==> src/rtl/reg_share_arb.sv <==
// Round-robin arbiter sharing one WIDTH-bit register (with complement output)
// between NREQ requesters, each posting LOAD/SET/CLEAR/TOGGLE operations.
module reg_share_arb #(
  parameter int WIDTH = 8,
  parameter int NREQ  = 4
) (
  input  logic                    i_clk,
  input  logic                    i_rst_n,
  input  logic [NREQ-1:0]         i_req,
  input  logic [2*NREQ-1:0]       i_op,
  input  logic [WIDTH*NREQ-1:0]   i_wdata,
  output logic [NREQ-1:0]         o_gnt,
  output logic                    o_done,
  output logic                    o_busy,
  output logic [WIDTH-1:0]        o_q,
  output logic [WIDTH-1:0]        o_n_q
);

  localparam int PW = (NREQ > 1) ? $clog2(NREQ) : 1;

  typedef enum logic [1:0] {
    IDLE = 2'd0,
    EXEC = 2'd1,
    DONE = 2'd2
  } state_t;

  state_t            r_state, w_state_nxt;
  logic [PW-1:0]     r_ptr, w_ptr_nxt;
  logic [NREQ-1:0]   r_gnt, w_gnt_nxt;
  logic              r_done, w_done_nxt;
  logic [WIDTH-1:0]  r_q, w_q_nxt;
  logic [1:0]        r_op_lat, w_op_lat_nxt;
  logic [WIDTH-1:0]  r_data_lat, w_data_lat_nxt;

  logic              w_found;
  logic [PW-1:0]     w_win;
  logic [1:0]        w_win_op;
  logic [WIDTH-1:0]  w_win_data;
  logic [NREQ-1:0]   w_win_oh;

  // Scan upward from r_ptr with wrap; the first requesting index wins.
  always_comb begin : arb_scan
    int unsigned s;
    logic [PW-1:0] cand;
    w_found    = 1'b0;
    w_win      = '0;
    w_win_op   = '0;
    w_win_data = '0;
    s          = 0;
    cand       = '0;
    for (int unsigned k = 0; k < NREQ; k++) begin
      s = 32'(r_ptr) + k;
      if (s >= NREQ) s = s - NREQ;
      cand = PW'(s);
      if (!w_found && i_req[cand]) begin
        w_found    = 1'b1;
        w_win      = cand;
        w_win_op   = i_op[2*s +: 2];
        w_win_data = i_wdata[WIDTH*s +: WIDTH];
      end
    end
    w_win_oh        = '0;
    w_win_oh[w_win] = 1'b1;
  end

  always_comb begin
    w_state_nxt    = r_state;
    w_ptr_nxt      = r_ptr;
    w_gnt_nxt      = r_gnt;
    w_done_nxt     = r_done;
    w_q_nxt        = r_q;
    w_op_lat_nxt   = r_op_lat;
    w_data_lat_nxt = r_data_lat;
    case (r_state)
      IDLE: begin
        if (w_found) begin
          w_op_lat_nxt   = w_win_op;
          w_data_lat_nxt = w_win_data;
          w_gnt_nxt      = w_win_oh;
          w_ptr_nxt      = (w_win == PW'(NREQ-1)) ? '0 : w_win + 1'b1;
          w_state_nxt    = EXEC;
        end
      end
      EXEC: begin
        case (r_op_lat)
          2'b00:   w_q_nxt = r_data_lat;
          2'b01:   w_q_nxt = '1;
          2'b10:   w_q_nxt = '0;
          default: w_q_nxt = ~r_q;
        endcase
        w_done_nxt  = 1'b1;
        w_state_nxt = DONE;
      end
      DONE: begin
        w_gnt_nxt   = '0;
        w_done_nxt  = 1'b0;
        w_state_nxt = IDLE;
      end
      default: begin
        w_gnt_nxt   = '0;
        w_done_nxt  = 1'b0;
        w_state_nxt = IDLE;
      end
    endcase
  end

  always_ff @(posedge i_clk or negedge i_rst_n) begin
    if (!i_rst_n) begin
      r_state    <= IDLE;
      r_ptr      <= '0;
      r_gnt      <= '0;
      r_done     <= 1'b0;
      r_q        <= '0;
      r_op_lat   <= '0;
      r_data_lat <= '0;
    end else begin
      r_state    <= w_state_nxt;
      r_ptr      <= w_ptr_nxt;
      r_gnt      <= w_gnt_nxt;
      r_done     <= w_done_nxt;
      r_q        <= w_q_nxt;
      r_op_lat   <= w_op_lat_nxt;
      r_data_lat <= w_data_lat_nxt;
    end
  end

  assign o_gnt  = r_gnt;
  assign o_done = r_done;
  assign o_busy = (r_state != IDLE);
  assign o_q    = r_q;
  assign o_n_q  = ~r_q;

endmodule

==> config.mk <==
export PLATFORM = sky130hd
export DESIGN_NAME = reg_share_arb
export DESIGN_NICKNAME = d
export VERILOG_FILES = /design/src/rtl/reg_share_arb.sv
export SDC_FILE = /design/constraint.sdc
export NUM_CORES = 1
export LEC_CHECK = 0
export CAP_MARGIN = 20
export CORE_MARGIN = 1
export CORE_UTILIZATION = 46
export DETAILED_ROUTE_END_ITERATION = 16
export GPL_ROUTABILITY_DRIVEN = 0
export PLACE_DENSITY = 0.81
export REMOVE_ABC_BUFFERS = 1
export SYNTH_ARGS = -nofsm -noshare
export SYNTH_HDL_FRONTEND = slang
export SYNTH_SLANG_ARGS = --single-unit
==> constraint.sdc <==
create_clock -name i_clk -period 3.1 [get_ports i_clk]
set_input_delay 0.465 -clock i_clk [delete_from_list [all_inputs] [get_ports i_clk]]
set_output_delay 0.465 -clock i_clk [all_outputs]
set_load 0.1 [all_outputs]
==> results of run 1 <==
-- registers in the layout, summed over array words and instances, names as in the netlist --
signal / count
r_op_lat: 2
o_q: 8
o_done: 1
r_ptr: 2
o_gnt: 4
r_data_lat: 8
r_state: 2
-- area by class of cell --
class	instances	share of cell area, %
Clock inverter	1	0.208
Clock buffer	3	1.15
Multi-Input combinational cell	218	56.3
Tap cell	75	2.61
Sequential cell	27	18.8
Inverter	12	1.25
Timing Repair Buffer	76	19.7
-- critical path, cell delays in order (launching register included) --
cell and delay, ns:
dfrtp_2 0.48, inv_1 0.13, ha_1 0.34, buf_4 0.36, mux4_2 0.38, nor2b_4 0.16, nand2_1 0.07, o21ai_0 0.11
o31a_1 0.34, ha_1 0.19, a22o_1 0.21
-- stage by stage --
step	TNS (ns)	cell area, sq um
floorplan	-33.92	2750
global placement	0	3510
detailed placement	0	3510
CTS	0	3560
global route	0	3600
finish	0	3600
-- metal layers --
metal	track usage, %	up-vias	share of wire (%)
met3	1.57	6	6.1
met4	8.04	0	1.1
met1	30.8	1312	42
met2	37.2	114	50
met5	0	-	0
li1	-	1212	-
-- final timing paths --
path                                 end  slack, ns
worst max-delay path            o_gnt[2]       0.21
worst min-delay path            o_gnt[2]       0.37
worst max register to register  o_gnt[2]       0.21
worst min register to register    o_done       0.50
max in group asynchronous       r_ptr[0]       2.21
min in group i_clk                o_done       0.50
-- synthesized netlist by cell type (all sizes together) --
library cell   n  area [sq um]
a21o           3          22.5
a21oi         15          78.8
a22o           4          35.0
a31oi         10          62.6
and3          11          68.8
buf           18           121
clkbuf         7          27.5
dfrtp         27           676
ha             9           113
inv           12          45.0
mux2           2          22.5
mux2i         23           230
mux4          34           766
nand2         17          66.3
nand2b         6          37.5
nand3          2          10.0
nand4b         1          8.76
nor2          24          97.6
nor2b          3          26.3
nor3           6          30.0
o21ai         23           115
o221a         10           113
o221ai        10          87.6
o31a           1          8.76
o31ai          1          7.51
or2            2          12.5
xnor2          1          8.76
-- cells by family after synthesis --
family | Yosys count
adder cells (fa/ha/maj) | 9
AND/OR/NAND/NOR | 72
XOR/XNOR | 1
buffers and inverters | 37
multiplexers | 59
flip-flops | 27
AO/OA/AOI/OAI | 77
==> flow_summary.yaml, run 1 <==
run_status:
  status: "complete, no violations"
detailed_routing:
  totalWireLength_microns: 7030
  drcViolationCount: 0
  antenna_left: 0
  vias: 2644
  post_drt_wl_per_cell_microns: 17.1
  viasPerCell: 6.42
  firstDrtPassIters: 5
  drtIter0Drc: 153
critical_path:
  start_kind: "flip-flop"
  r2r_start: "r_ptr[0]"
  arrival_ns: 3.06
  cp.required_ns: 3.27
  end_kind: "flip-flop"
  crit_start: "r_ptr[0]"
  ff2ff_path_depth: 10
  criticalPathCategory: "reg2reg"
  crit_fanout: 26
place:
  place_ws_ns: 0.127
  placedCellCount: 406
  detailed_place_hpwl_microns: 5070
  portBuffers: 67
cells_and_area:
  multi_input_area_sq_mm: 0.00203
  register_area_sq_um: 677
  postLayoutCoreUtil_pct: 60.1
  most-common-layout-cells: "clkdlybuf4s50_1, mux4_2, buf_4"
  drive_gt1_share_pct: 25.8
  final_cells: 412
  final_common_cell: "clkdlybuf4s50_1"
  fin_nets: 393
  n_fill_cell: 520
  area_growth_pct: 24.3
  diodes: 0
clock_network:
  htreeDepth: 1
  tritoncts: "built"
  cts_buffers: 3
  cts_setup_buffers: 0
  root_buffer: "clkbuf_8"
  cts.repair.resized: 0
  cts_sinks: 27
  clkLatencyLatePin_ns: 0.27
  hold_buffers: 0
  clkTransAtPathRegs_ns: 0.10
  clockBufferDepth: 2
run:
  cap_violations: 0
global_routing:
  grt_antenna_before_repair: 0
  grt_first_pass_wirelength_microns: 11600
  grt_overflow_total: 0
  grtUsageTotal_pct: 22.4
  grt_max_degree: 59
  grt_pass1_vias: 2498
logic_synthesis:
  synthAdderAreaFrac_pct: 3.89
  synth_mux_area_share_pct: 35.1
  yosys.area_share.simple_pct: 12.3
  synth_area_per_cell_sq_um: 10.3
  seq_area_frac_synth_pct: 23.3
  synth_area_sq_mm: 0.00290
  synth-compound-area-share_pct: 18.3
  yosys.area_share.xor_xnor_pct: 0.302
  synth_top_family_by_area: "multiplexers"
  synth_cell_type_count: 37
  ys_warn_count: 0
  ys_ff_latch: 27
  netlist_instances: 282
timing:
  max_freq_mhz: 346
  finalCritPeriodShare_pct: 93.2
  finalMaxSlewViolations: 0
  max-slew-margin-rel_pct: 43.0
  hold_violations: 0
  clock_skew_ns: 0.00257
  worst_hold_slack_ns: 0.371
  grt_setup_unrepaired: "no"
  finalCriticalPeriod_ns: 2.89
  setup_viol: 0
  setup_slack_ns: 0.209
  worst_pin_slew_ns: 0.854
floorplan:
  num_io_pins: 68
  die_w_microns: 81.4
  initial_core_util_pct: 48.4
  dieHeight_microns: 81.4
  core_sq_mm: 0.00599
  rows: 28
  dieArea_sq_mm: 0.00662
hold_path:
  hold_class: "in2async"
Power of run 1 is not shown: default switching activity piles up to over one toggle a cycle in this logic, so the estimate is an artifact.
==> run 2, diff against run 1 <==
- RECOVER_POWER: not set -> 50
==> run 2 against run 1 <==
Critical path depth unchanged. Worst setup slack improved by 0.0055 ns. Die area unchanged. Clock skew decreased by 0.00094 ns. Register-to-register slack is essentially flat. Sequential share of layout area grew 0.29 points. Cell area fell by 1.5%. Clock-buffer cell count is the same. Critical endpoint unchanged. Highest routed layer unchanged.
==> flow_summary.yaml, run 2 (synthesis gave the netlist of run 1 again) <==
run_status:
  status: "complete, no violations"
timing:
  finalCriticalPeriod_ns: 2.89
  max_freq_mhz: 347
  setup_slack_ns: 0.215
  max-slew-margin-rel_pct: 22.6
  hold_violations: 0
  worst_pin_slew_ns: 1.17
  worst_hold_slack_ns: 0.418
  grt_setup_unrepaired: "no"
  setup_viol: 0
  clock_skew_ns: 0.00162
  finalMaxSlewViolations: 0
  finalCritPeriodShare_pct: 93.1
critical_path:
  path_cells: "inv_1 -> ha_1 -> buf_4 -> mux4_2 -> nor2b_4 -> nand2_1 -> o21ai_0 -> o31a_1 -> ha_1 -> a22o_1"
  arrival_ns: 3.05
  cpMostUsedCell: "ha_1"
  crit_fanout: 26
  slowest_stage: "dfrtp_2"
  start_kind: "flip-flop"
  criticalPathCategory: "reg2reg"
  crit_path_max_incr_delay_ns: 0.48
  cp.required_ns: 3.26
  end_kind: "flip-flop"
detailed_routing:
  firstDrtPassIters: 5
  viasPerCell: 6.37
  drtIter0Drc: 129
  vias: 2625
  post_drt_wl_per_cell_microns: 17.0
  totalWireLength_microns: 7020
  drcViolationCount: 0
  antenna_left: 0
cells_and_area:
  fin_nets: 393
  most-common-layout-cells: "clkdlybuf4s50_1, mux4_2, dfrtp_1"
  area_growth_pct: 22.4
  drive_gt1_share_pct: 22.8
  n_fill_cell: 526
  multi_input_area_sq_mm: 0.00203
  register_area_sq_um: 677
  diodes: 0
  final_common_cell: "clkdlybuf4s50_1"
clock_network:
  htreeDepth: 1
  clkTransAtPathRegs_ns: 0.09
  cts_buffers: 3
  cts.repair.resized: 0
  tritoncts: "built"
  hold_buffers: 0
  clkLatencyLatePin_ns: 0.27
  cts_sinks: 27
  clockBufferDepth: 2
  cts_setup_buffers: 0
  root_buffer: "clkbuf_8"
global_routing:
  grt_pass1_vias: 2498
  grt_overflow_total: 0
  grt_antenna_before_repair: 0
  grt_max_degree: 59
  grtUsageTotal_pct: 22.4
  grt_first_pass_wirelength_microns: 11600
place:
  portBuffers: 67
  detailed_place_hpwl_microns: 5070
  place_ws_ns: 0.127
floorplan:
  die_w_microns: 81.4
  num_io_pins: 68
  dieArea_sq_mm: 0.00662
  dieHeight_microns: 81.4
  core_sq_mm: 0.00599
  initial_core_util_pct: 48.4
  rows: 28
run:
  cap_violations: 0
hold_path:
  hold_class: "in2async"
-- run 2: cell types whose count changed in the layout (fill, tap and decap cells not counted) --
cell	previous run	this run
dlygate4sd3_1	0	1
clkdlybuf4s50_1	45	44
clkbuf_1	0	10
clkbuf_16	1	0
buf_4	29	20
-- run 2: metal layers --
| metal | share of wire [%] | up-vias | wire length, microns | track usage, % |
|---|---|---|---|---|
| li1 | - | 1217 | - | - |
| met4 | 1.4 | 0 | 97 | 8.04 |
| met5 | 0 | - | 0 | 0 |
| met2 | 50 | 102 | 3530 | 37.2 |
| met1 | 43 | 1298 | 2990 | 30.8 |
| met3 | 5.8 | 8 | 409 | 1.57 |
-- run 2: worst max-delay path, delay by kind of cell, from the launching register on --
family                     cells  cell delay, ns
adders and majority gates      2            0.53
AOI/OAI and AO/OA              3            0.66
DFF                            1            0.48
and+or+nand+nor                2            0.22
buffers and inverters          2            0.49
muxes                          1            0.39
-- run 2: worst paths after layout --
kind                       startpoint       end  slack, ns  cells past startpoint
max                          r_ptr[0]  o_gnt[2]       0.21                     10
min                           i_rst_n  o_gnt[2]       0.42                      1
max reg2reg                  r_ptr[0]  o_gnt[2]       0.21                     10
min reg2reg                r_state[1]    o_done       0.50                      1
max in group asynchronous     i_rst_n  r_ptr[0]       1.37                      3
min in group i_clk         r_state[1]    o_done       0.50                      1
-- run 2: cell type report --
class | count | area share, %
multi-input combinational | 218 | 57.2
sequential | 27 | 19.1
timing repair buffer | 76 | 18.4
tap | 75 | 2.65
inverter | 12 | 1.27
clock buffer | 3 | 1.16
clock inverter | 1 | 0.212
-- run 2: per-stage QoR --
step / instances / instance area, sq um / utilization (%) / TNS (ns)
2_1_floorplan: 257 / 2750 / - / -33.92
3_3_place_gp: 406 / 3510 / 58.6 / 0
3_5_place_dp: 406 / 3510 / 58.6 / 0
4_1_cts: 410 / 3560 / 59.4 / 0
5_1_grt: 412 / 3550 / 59.2 / 0
6_report: 412 / 3550 / 59.2 / 0
Power of run 2 is left out for the same reason.
